### config.mk
export PLATFORM = sky130hd
export DESIGN_NAME = bpf_pktmem_reader
export DESIGN_NICKNAME = d
export VERILOG_FILES = /design/src/rtl/bpf_pktmem_reader_pkg.sv /design/src/rtl/bpf_pktmem_reader_align.sv /design/src/rtl/bpf_pktmem_reader.sv
export SDC_FILE = /design/constraint.sdc
export NUM_CORES = 1
export LEC_CHECK = 0
export ABC_AREA = 1
export CORE_UTILIZATION = 42
export CTS_BUF_LIST = sky130_fd_sc_hd__clkbuf_8
export DETAILED_ROUTE_END_ITERATION = 6
export GPL_ROUTABILITY_DRIVEN = 0
export PLACE_DENSITY = 0.84
export SYNTH_ARGS = -nofsm -noshare
export SYNTH_HDL_FRONTEND = slang
export SYNTH_SLANG_ARGS = --single-unit
### constraint.sdc
create_clock -name clk -period 1.7 [get_ports clk]
set_clock_uncertainty 0.1 [all_clocks]
set_input_delay 0.34 -clock clk [delete_from_list [all_inputs] [get_ports clk]]
set_output_delay 0.34 -clock clk [all_outputs]
set_load 0.005 [all_outputs]
### src/rtl/bpf_pktmem_reader_pkg.sv
// Shared definitions for the packet-memory read responder.
//   xfer_sz_e   : load size encodings carried on transfer_sz
//   own_state_e : buffer ownership states (writer -> CPU -> writer)
//   sz_bytes()  : byte count of a load size (0 for the illegal code)
package bpf_pktmem_reader_pkg;

   typedef enum logic [1:0] {
      SZ_B = 2'b00,
      SZ_H = 2'b01,
      SZ_W = 2'b10,
      SZ_X = 2'b11
   } xfer_sz_e;

   typedef enum logic [1:0] {
      IDLE = 2'd0,
      RUN  = 2'd1,
      DONE = 2'd2
   } own_state_e;

   function automatic logic [2:0] sz_bytes(input logic [1:0] sz);
      logic [2:0] n;
      case (sz)
         SZ_B:    n = 3'd1;
         SZ_H:    n = 3'd2;
         SZ_W:    n = 3'd4;
         default: n = 3'd0;
      endcase
      return n;
   endfunction

endpackage

### src/rtl/bpf_pktmem_reader_align.sv
// bpf_load_align: combinational byte-lane extractor.
//   win    in  64  {word W, word W+1}, byte k at bits [63-8k -: 8]
//   off    in  2   starting byte offset inside word W
//   sz     in  2   load size (byte/half/word; illegal code yields 0)
//   result out 32  selected bytes, big-endian, right-justified, zero-extended
module bpf_load_align
   import bpf_pktmem_reader_pkg::*;
(
   input  logic [63:0] win,
   input  logic [1:0]  off,
   input  logic [1:0]  sz,
   output logic [31:0] result
);

   logic [63:0] shifted;

   always_comb begin
      // Bring byte 'off' to the top of the window, then take the top n bytes.
      shifted = win << {off, 3'b000};
      result  = '0;
      case (sz)
         SZ_B:    result = {24'h0, shifted[63:56]};
         SZ_H:    result = {16'h0, shifted[63:48]};
         SZ_W:    result = shifted[63:32];
         default: result = '0;
      endcase
   end

endmodule

### src/rtl/bpf_pktmem_reader.sv
// bpf_pktmem_reader: read responder and ownership controller for one packet
// buffer shared between a packet writer and the BPF CPU.
//   clk, rst                 clock, async active-high reset
//   buf_full, pkt_len        writer hand-off (sampled in IDLE)
//   buf_release,
//   verdict_accept           buffer return pulse and its verdict
//   mem_ready                packet owned by the CPU (RUN)
//   accept, reject           CPU verdict pulses
//   packet_mem_rd_en,
//   rd_addr, transfer_sz     CPU load request
//   rd_data, rd_valid,
//   rd_oob                   load response
//   mem_rd_en, mem_rd_addr0/1,
//   mem_rd_data0/1           dual-word packet memory read port
module bpf_pktmem_reader
   import bpf_pktmem_reader_pkg::*;
#(
   parameter int unsigned BYTE_ADDR_WIDTH = 12,
   parameter bit          PESSIMISTIC     = 1'b0
) (
   input  logic                       clk,
   input  logic                       rst,
   input  logic                       buf_full,
   input  logic [BYTE_ADDR_WIDTH:0]   pkt_len,
   output logic                       buf_release,
   output logic                       verdict_accept,
   output logic                       mem_ready,
   input  logic                       accept,
   input  logic                       reject,
   input  logic                       packet_mem_rd_en,
   input  logic [BYTE_ADDR_WIDTH-1:0] rd_addr,
   input  logic [1:0]                 transfer_sz,
   output logic [31:0]                rd_data,
   output logic                       rd_valid,
   output logic                       rd_oob,
   output logic                       mem_rd_en,
   output logic [BYTE_ADDR_WIDTH-3:0] mem_rd_addr0,
   output logic [BYTE_ADDR_WIDTH-3:0] mem_rd_addr1,
   input  logic [31:0]                mem_rd_data0,
   input  logic [31:0]                mem_rd_data1
);

   localparam int unsigned AW = BYTE_ADDR_WIDTH;
   localparam int unsigned WW = BYTE_ADDR_WIDTH - 2;

   own_state_e      state_q, state_d;
   logic [AW:0]     len_q, len_d;
   logic            verdict_q, verdict_d;

   logic            vld_q, vld_d;
   logic [1:0]      off_q, off_d;
   logic [1:0]      sz_q, sz_d;
   logic            oob_q, oob_d;

   logic            issue;
   logic [2:0]      n_bytes;
   logic [AW:0]     end_addr;
   logic [31:0]     aligned;
   logic [31:0]     lane_data;
   logic            lane_oob;

   // Ownership FSM
   always_comb begin
      state_d   = state_q;
      len_d     = len_q;
      verdict_d = verdict_q;
      case (state_q)
         IDLE: begin
            if (buf_full) begin
               len_d   = pkt_len;
               state_d = RUN;
            end
         end
         RUN: begin
            if (accept || reject) begin
               verdict_d = accept & ~reject;
               state_d   = DONE;
            end
         end
         DONE:    state_d = IDLE;
         default: state_d = IDLE;
      endcase
   end

   // Load issue: address/size/bounds are captured alongside the memory read
   always_comb begin
      issue    = packet_mem_rd_en && (state_q == RUN);
      n_bytes  = sz_bytes(transfer_sz);
      end_addr = {1'b0, rd_addr} + {{(AW-2){1'b0}}, n_bytes};
      vld_d    = issue;
      off_d    = rd_addr[1:0];
      sz_d     = transfer_sz;
      oob_d    = (transfer_sz == SZ_X) || (end_addr > len_q);
   end

   always_ff @(posedge clk or posedge rst) begin
      if (rst) begin
         state_q   <= IDLE;
         len_q     <= '0;
         verdict_q <= 1'b0;
         vld_q     <= 1'b0;
         off_q     <= '0;
         sz_q      <= '0;
         oob_q     <= 1'b0;
      end else begin
         state_q   <= state_d;
         len_q     <= len_d;
         verdict_q <= verdict_d;
         vld_q     <= vld_d;
         off_q     <= off_d;
         sz_q      <= sz_d;
         oob_q     <= oob_d;
      end
   end

   assign mem_ready      = (state_q == RUN);
   assign buf_release    = (state_q == DONE);
   assign verdict_accept = verdict_q;
   assign mem_rd_en      = issue;
   assign mem_rd_addr0   = rd_addr[AW-1:2];
   assign mem_rd_addr1   = rd_addr[AW-1:2] + {{(WW-1){1'b0}}, 1'b1};

   bpf_load_align u_align (
      .win    ({mem_rd_data0, mem_rd_data1}),
      .off    (off_q),
      .sz     (sz_q),
      .result (aligned)
   );

   // Outputs are forced to zero unless a response is actually presented.
   assign lane_data = (vld_q && !oob_q) ? aligned : '0;
   assign lane_oob  = vld_q & oob_q;

   if (PESSIMISTIC) begin : g_out_reg
      logic        out_vld_q, out_vld_d;
      logic [31:0] out_data_q, out_data_d;
      logic        out_oob_q, out_oob_d;

      always_comb begin
         out_vld_d  = vld_q;
         out_data_d = lane_data;
         out_oob_d  = lane_oob;
      end

      always_ff @(posedge clk or posedge rst) begin
         if (rst) begin
            out_vld_q  <= 1'b0;
            out_data_q <= '0;
            out_oob_q  <= 1'b0;
         end else begin
            out_vld_q  <= out_vld_d;
            out_data_q <= out_data_d;
            out_oob_q  <= out_oob_d;
         end
      end

      assign rd_valid = out_vld_q;
      assign rd_data  = out_data_q;
      assign rd_oob   = out_oob_q;
   end else begin : g_out_comb
      assign rd_valid = vld_q;
      assign rd_data  = lane_data;
      assign rd_oob   = lane_oob;
   end

endmodule

# [After elaboration in Yosys (flattened, before gate mapping)]
# Index checks and enable logic that the tools add are counted.
[totals] reg_bits=22 input_bits=97 output_inout_bits=58 word_cells=40
[op_classes] add_sub_neg=2 n_lt_le_gt_ge=1 n_eq_ne=9 shifts=1 n_mux=6 bitwise_logic=3 n_reduce_logical=11
[op_table] cell="case mux 32 bit (3 select lines)" n=1
[op_table] cell="left shift 64 x 5 -> 64 bit" n=1
[op_table] cell="2-to-1 mux 32 bit" n=1
[op_table] cell="adder 12 x 3 -> 13 bit" n=1
[op_table] cell="> comparator 13 bit" n=1
[op_table] cell="adder 10 x 1 -> 10 bit (second input constant)" n=1
[op_table] cell="case mux 3 bit (3 select lines)" n=1
[op_table] cell="equality test 2 bit (second input constant)" n=4
[op_table] cell="equality test 2 x 1 -> 1 bit (second input constant)" n=3
[op_table] cell="logical NOT 2 bit" n=3
[op_table] cell="AND reduction 2 bit" n=3
[op_table] cell="2-to-1 mux 2 bit" n=2
[op_table] cell="case mux 2 bit (2 select lines)" n=1
[op_table] cell="AND 1 bit" n=2
[op_table] cell="logical AND 1 bit" n=2
[op_table] cell="logical OR 1 bit" n=2
[op_table] cell="inequality test 2 x 1 -> 1 bit (second input constant)" n=1
[op_table] cell="inequality test 2 bit (second input constant)" n=1
[op_table] cell="logical NOT 1 bit" n=1
[op_table] cell="NOT 1 bit" n=1

# [Longest topological paths before layout]
# Gate-level depths: netlist (run 1).
[depth] depth_word=5 depth_mapped=18 depth_no_buf=18

# [Modules after synthesis]
# Synthesis (run 1) repeated with hierarchy kept, for this count alone.
[unflattened] hier_cells=591 hier_area_um2=3200.6
[by_module_without_submodules] module="bpf_pktmem_reader" n_inst=1 cells_each=284 area_per_inst_um2=1894.3
[by_module_without_submodules] module="bpf_load_align" n_inst=1 cells_each=307 area_per_inst_um2=1306.3

# [Worst setup path after synthesis (run 1)]
# Ideal clock, no wire load.
[synth_timing] path_type="input port to flip-flop" from="in transfer_sz[1]" to="reg oob_q" setup_time_ns=0.116 t_arrival_ns=2.292 t_required_ns=1.484 slack_ns=-0.808 cell_stages=17 n_path_buf=0 path_cell_list="nor2_1 ha_1 inv_1 fa_1 o21ai_2 nand3_2 nor2_1 xor2_1 ha_1 nand2_1 nand2_1 nand2_1 nand2_1 a21oi_1 nand2_1 nand2_1 nand2_1"
[synth_between] elab_chain_cells=5 word_cells_on_any_way=8 classes_between="add/sub: 1; order compare: 1; eq/ne: 3; mux: 1; reduce/logical: 2"
[synth_rtl] item="start: declaration" line_no="bpf_pktmem_reader.sv:32" source="input logic [1:0] transfer_sz,"
[synth_rtl] item="equality test 2 bit (tied with other cells)" line_no="bpf_pktmem_reader_pkg.sv:22" source="case (sz)"
[synth_rtl] item="case mux 3 bit (3 select lines)" line_no="bpf_pktmem_reader_pkg.sv:22"
[synth_rtl] item="adder 12 x 3 -> 13 bit" line_no="bpf_pktmem_reader.sv:89" source="end_addr = {1'b0, rd_addr} + {{(AW-2){1'b0}}, n_bytes};"
[synth_rtl] item="> comparator 13 bit" line_no="bpf_pktmem_reader.sv:93" source="oob_d = (transfer_sz == SZ_X) || (end_addr > len_q);"
[synth_rtl] item="logical OR 1 bit *" line_no="bpf_pktmem_reader.sv:93"
[synth_rtl] item="via oob_d" line_no="bpf_pktmem_reader.sv:53" source="logic oob_q, oob_d;"
[synth_rtl] item="end signal: assignment" line_no="bpf_pktmem_reader.sv:112" source="oob_q <= oob_d;"
[synth_rtl] item="end: declaration" line_no="bpf_pktmem_reader.sv:53"
# The timed path passes the listed nets; every way through them passes the cells marked *.
# A chain may end at the register's enable or synchronous reset.

# [Worst setup path in the final report (run 1)]
[layout_timing] from="in rd_addr[1]" to="reg oob_q"
[layout_between] elab_chain_cells=3
[layout_rtl] item="start: declaration" line_no="bpf_pktmem_reader.sv:31" source="input logic [BYTE_ADDR_WIDTH-1:0] rd_addr,"
[layout_rtl] item="adder 12 x 3 -> 13 bit" line_no="bpf_pktmem_reader.sv:89"
[layout_rtl] item="> comparator 13 bit" line_no="bpf_pktmem_reader.sv:93"
[layout_rtl] item="logical OR 1 bit" line_no="bpf_pktmem_reader.sv:93"
[layout_rtl] item="via oob_d" line_no="bpf_pktmem_reader.sv:53"
# The timed path passes the listed nets, and every way through them passes these cells.

==> run metrics, run 1 <==
status=complete, but fails checks; failing checks=negative setup slack; CP endpoint kind=register; Placed Cells incl. Taps=778; setup slack at placement=-1460 ps; Register Area=552 um^2; synthesized instance count=516; Chip Width=87.0 um; critical path type=in -> reg; commonest non-fill, non-tap cell in the layout=clkdlybuf4s50_1; hpwl dp=7920 um; I/O pins=155; FMAX=372 MHz; CTS tree=yes; Seq/Total Area, Yosys=18.1%; Hold Crit Depth=1; max-cap violations=0; Cell Area, Synth=0.00304 mm^2; hold path startpoint=rd_addr[0]; Startpoint Class=input pin; Die Area=0.00758 mm^2; reg2reg start=len_q[12]; DR vias/cell=6.23; Crit Reg-Reg Endpoint=oob_q; worst hold endpoint=off_q[0]; root buf cell=clkbuf_8; Clk Latency, worst-skew pair=270 ps; share of cells above drive strength 1=46.0%; most frequent cells in the layout=clkdlybuf4s50_1 (87), nand2_1 (82), inv_1 (56), buf_4 (52), nand2_4 (41); Peak VDD IR=0.574 mV; clock sinks=22; Final Hold Fails=0; final std cells w/o fill=824; Max FO, Critical Path=3; worst slew pin tran=460 ps; worst reg2reg setup slack=20 ps; Vias=5132; clk buf depth=2; synthesized flop and latch total=22; ANT nets after route=0; hold_buf cts=0; drt wl/cell=22.2 um; input/output buffers=146; First-pass DRT Iterations=7; CTS H-Tree Depth=1; final instance area=0.00620 mm^2; Die H=87.0 um; LEAKAGE=3.15 nW; Ant. Diodes=0; Syn Nets=631; Synth warnings=0; drt first-iter violations=538; Required @ worst endpoint=1740 ps; Total Routed Length=18300 um; Row Count=30; Reg2Reg Depth=10; Placement Cell Area=0.00483 mm^2; Hold WC Path Type=in -> reg; footprint of the multi-input gates=0.00299 mm^2; Initial Util=44.0%; grt total ovfl=0; cts bufs inserted=3; largest net degree at the start of global routing=26; synthesized area per cell=5.89 um^2; synth unique cells=27; fin nets=844; critical path arrival=2730 ps; filler cell count=257; vias in the first global route=4666; synthesis-to-finish area growth=104%; fin crit share=158%; max-slew violations=0; final worst setup slack=-992 ps; setup violators final=33; first-pass GRT wire length=21000 um; initial antenna violation count=0; all-layer global routing usage=35.3%; Max-slew headroom=69.2%; clk slew on worst S/H paths=80 ps; core area=0.00691 mm^2; pwr/cell area=514 mW/mm^2; DRC violations left=0; fin crit period=2690 ps; RSZ-0062 raised after global routing=true
report_power, final:
part	switching, W	internal (W)
logic	0.00119	0.000939
clock network	0.000170	0.000161
registers	0.0000662	0.000666
total	0.00142	0.00177
cells by family (layout without fill, tap and decap cells):
group	after synthesis	count (layout)	synth area share, %
simple gates	286	286	39.6
buf+inv	99	311	16.1
compound gates	72	72	13.0
flops	22	22	18.1
fa+ha+maj	18	18	7.66
xor+xnor	18	18	5.19
mux	1	1	0.371
what timing repair did:
item	4_1_cts	5_1_grt
setup endpoints to repair	57	40
cloned	7	0
gates resized for setup	361	168
pin swaps	81	76
setup buffers	28	11
per-layer routing:
layer | up-vias | global-route usage, % | share of wire, %
met3 | 228 | 8.53 | 13
li1 | 2051 | - | -
met4 | 0 | 23.9 | 9.0
met1 | 2338 | 36.4 | 33
met5 | - | 0 | 0
met2 | 515 | 63.2 | 45
per-stage QoR:
step	power [W]	utilization, %	setup TNS [ps]	hold WS, ps
6_report	0.00319	89.8	-18040	139
5_1_grt	0.00336	89.8	-19620	128
4_1_cts	0.00275	80.5	-14140	190
3_5_place_dp	0.00222	69.9	-26990	410
3_3_place_gp	0.00217	69.9	-25790	401
2_1_floorplan	0.00152	-	-723	229
registers in the layout, summed over array words and instances, names as in the netlist:
name	count
state_q	2
off_q	2
len_q	13
rd_valid	1
oob_q	1
verdict_accept	1
sz_q	2
worst max-delay path: stages:
cell	delay [ps]
dlygate4sd2_1	250
inv_1	90
fa_2	430
o21ai_4	220
nand3_4	140
nor2_4	110
xor2_1	160
ha_1	280
nand2_1	80
nand2_1	50
nand2_1	50
nand2_1	70
a21oi_2	140
nand2_1	90
nand2_1	80
nand2_1	110
cells in the mapped netlist, drive strengths merged:
cell type    n  area [um^2]
o211ai       4         30.0
inv         68          263
a22oi        1         7.51
ha          17          213
xor2        15          131
dfrtp       22          551
buf         31          225
nand2      163          612
fa           1         20.0
nor2        56          250
nor4         1         6.26
a21oi       29          145
nand3       64          325
xnor2        3         26.3
mux2         1         11.3
o21ai       37          204
nor3         2         10.0
o31ai        1         7.51
how the worst max path moves through the flow:
stage                   start     to  cells after the start
6_report           rd_addr[1]  oob_q                     16
5_1_grt        transfer_sz[0]  oob_q                     18
4_1_cts        transfer_sz[0]  oob_q                     18
3_5_place_dp   transfer_sz[1]  oob_q                     17
3_3_place_gp   transfer_sz[1]  oob_q                     18
2_1_floorplan  transfer_sz[1]  oob_q                     17
area by class of cell:
class                      instances  area share (%)
clock inverter                     1          0.0605
multi-input combinational        395            48.3
timing repair buffer             234            34.7
clock buffer                       3           0.666
inverter                          68            4.46
tap                               96            1.94
sequential                        22            8.89
timing repair inverter             5           0.988
(Power assumes the default switching activity.)
==> inputs of run 2 (changes only) <==
--- a/config.mk
+++ b/config.mk
@@ -5,12 +5,11 @@
 export SDC_FILE = /design/constraint.sdc
 export NUM_CORES = 1
 export LEC_CHECK = 0
-export ABC_AREA = 1
-export CORE_UTILIZATION = 42
+export CORE_UTILIZATION = 41
 export CTS_BUF_LIST = sky130_fd_sc_hd__clkbuf_8
 export DETAILED_ROUTE_END_ITERATION = 6
 export GPL_ROUTABILITY_DRIVEN = 0
-export PLACE_DENSITY = 0.84
+export PLACE_DENSITY = 0.83
 export SYNTH_ARGS = -nofsm -noshare
 export SYNTH_HDL_FRONTEND = slang
 export SYNTH_SLANG_ARGS = --single-unit
==> run metrics, run 2 <==
delay-heaviest family, CP=adder cells; drt wl/cell=18.5 um (-17%); Seq/Total Area, Yosys=18.8% (+0.71 points); Required @ worst endpoint=1730 ps (about the same); First-pass DRT Iterations=4 (-3); fin nets=627 (-26%); Placed Cells incl. Taps=572 (-26%); drt first-iter violations=138 (-74%); grt total ovfl=0 (unchanged); fin crit period=2620 ps (-73.3 ps); worst slew pin tran=276 ps (-184 ps); Ant. Diodes=0 (unchanged); worst hold-check slack=200 ps (+60.5 ps); Crit-path slowest cell=fa_2; RSZ-0062 raised after global routing=true; Startpoint Class=input pin; setup TNS=-20740 ps (-2710 ps); synthesized instance count=295 (-43%); fin crit share=154% (-4.3 points); synth cell count leaders=nor2b_1 (29), nand2_1 (23), dfrtp_1 (22), inv_1 (21); hpwl dp=7740 um (-2.2%); Largest Register=len_q; first-pass GRT wire length=17100 um (-19%); Chip Width=86.4 um (-0.71%); vias in the first global route=3563 (-24%); FFs w/ async S/R, synth=100% (unchanged); Max-slew headroom=81.6% (+12 points); DRC violations left=0 (unchanged); DR vias/cell=5.51 (-12%); reg2reg start=len_q[3]; max-slew violations=0 (unchanged); final worst setup slack=-918 ps (+73.3 ps); critical path type=in -> reg; commonest non-fill, non-tap cell in the layout=clkdlybuf4s50_1; Max FO, Critical Path=5 (+2); synthesized area per cell=9.91 um^2 (+68%); count leader, synth=nor2b_1; status=complete, but fails checks; Worst Setup SP=transfer_sz[0]; Die Area=0.00747 mm^2 (-1.4%); root buf cell=clkbuf_8; I/O pins=155 (unchanged); max-cap violations=0 (unchanged); CP bufs+invs=2 (unchanged); ranking of synthesized cells by area=dfrtp_1 (19%), mux4_2 (13%), mux4_1 (13%); largest net degree at the start of global routing=23 (-12%); clk slew on worst S/H paths=80 ps (about the same); Die H=86.4 um (-0.71%); synthesis-to-finish area growth=82.5%; Total Routed Length=11200 um (-39%); setup slack at placement=-1600 ps (-143 ps); Syn Nets=410 (-35%); final std cells w/o fill=607 (-26%); all-layer global routing usage=29.2% (-6.1 points); synthesized flop and latch total=22 (unchanged); Final Core Density=78.1% (-12 points); max reg flops=13 (unchanged); CTS H-Tree Depth=1 (unchanged); FMAX=382 MHz (+2.8%); LEAKAGE=2.36 nW (-25%); Clk Latency, worst-skew pair=270 ps (about the same); CP endpoint kind=register; failing checks=negative setup slack; number of enable flip-flop cells after synthesis=0 (unchanged); synth unique cells=42 (+56%); Cell Area, Synth=0.00292 mm^2 (-3.8%); Initial Util=42.8% (-1.2 points); crit-path cells=buf_8 -> nor2_4 -> ha_4 -> inv_2 -> fa_2 -> nor2b_4 -> o2111ai_4 -> nor2_4 -> xor2_2 -> ha_1 -> a21oi_1 -> o21ai_1 -> a21oi_1 -> o221ai_1; Row Count=30 (unchanged); biggest area consumer among synthesized cells=dfrtp_1; share of cells above drive strength 1=48.3% (+2.3 points); input/output buffers=146 (unchanged); initial antenna violation count=0 (unchanged); ANT nets after route=0 (unchanged); Synth warnings=0 (unchanged); setup violators final=34 (+3.0%); pwr/cell area=558 mW/mm^2 (+8.6%); critical path arrival=2650 ps (-80 ps); Yosys top cell area share=18.8% (-1.3 points); cts bufs inserted=3 (unchanged); Final Hold Fails=0 (unchanged); Hold WC Path Type=in -> reg; core area=0.00683 mm^2 (-1.1%); most frequent cells in the layout=clkdlybuf4s50_1 (86), buf_4 (59), buf_2 (43), buf_6 (36), mux4_2 (28); CTS tree=yes; Vias=3344 (-35%); clock sinks=22 (unchanged); slowest cell delay on critical path=410 ps (-20 ps); clk buf depth=2 (unchanged); hold path startpoint=transfer_sz[0]; Peak VDD IR=0.696 mV (+21%); Synth Flop Type=dfrtp_1
==> run 2: kinds of logic (layout without fill, tap and decap cells) <==
family                   count (synthesis)  count (layout)  share of synthesized area [%]
AND/OR/NAND/NOR                        101             101                           18.3
buffers and inverters                   50             266                           10.1
multiplexers                            33              33                           26.9
AO/OA/AOI/OAI                           53              53                           12.5
adder cells (fa/ha/maj)                 18              18                           7.96
XOR/XNOR                                18              18                           5.39
flip-flops                              22              22                           18.8
==> run 2: layout make-up <==
class	instances	area (um^2)
clock inverter	1	30.0
fill	443	1500
clock buffer	3	41.3
timing repair buffer	241	2130
multi-input combinational	223	2380
inverter	21	78.8
sequential	22	553
tap	96	120
==> run 2: metrics by stage <==
stage               instance area, um^2  total power (W)
floorplan                          3030          0.00154
global placement                   4880          0.00218
detailed placement                 4880          0.00226
CTS                                5280          0.00289
global route                       5340          0.00315
finish                             5340          0.00298
==> run 2: power breakdown <==
| part | internal, W | switching, W |
|---|---|---|
| clock | 0.000315 | 0.000178 |
| combinational | 0.000972 | 0.000778 |
| sequential | 0.000671 | 0.0000655 |
==> run 2: what timing repair did <==
action,4_1_cts,5_1_grt
buffers inserted,27,7
setup endpoints to repair,57,40
pin swaps,43,25
gates resized for setup,272,37
gates cloned,3,0
hold buffers,0,0
==> run 2: final timing paths <==
kind / cells after the start / slack, ps / endpoint
setup / recovery: 14 / -920 / oob_q
hold / removal: 2 / 200 / sz_q[0]
setup reg to reg: 6 / 40 / oob_q
hold reg to reg: 2 / 440 / verdict_accept
max in group asynchronous: 3 / 970 / off_q[0]
min in group asynchronous: 3 / 300 / len_q[0]
==> run 2: layer usage <==
layer	part of all wire [%]	wire [um]	up-vias	track usage, %
met5	0	0	-	0
met4	3.9	434	0	11.7
met3	8.5	948	42	6.29
met2	53	5970	182	56.7
met1	34	3860	1624	30.2
li1	-	-	1496	-
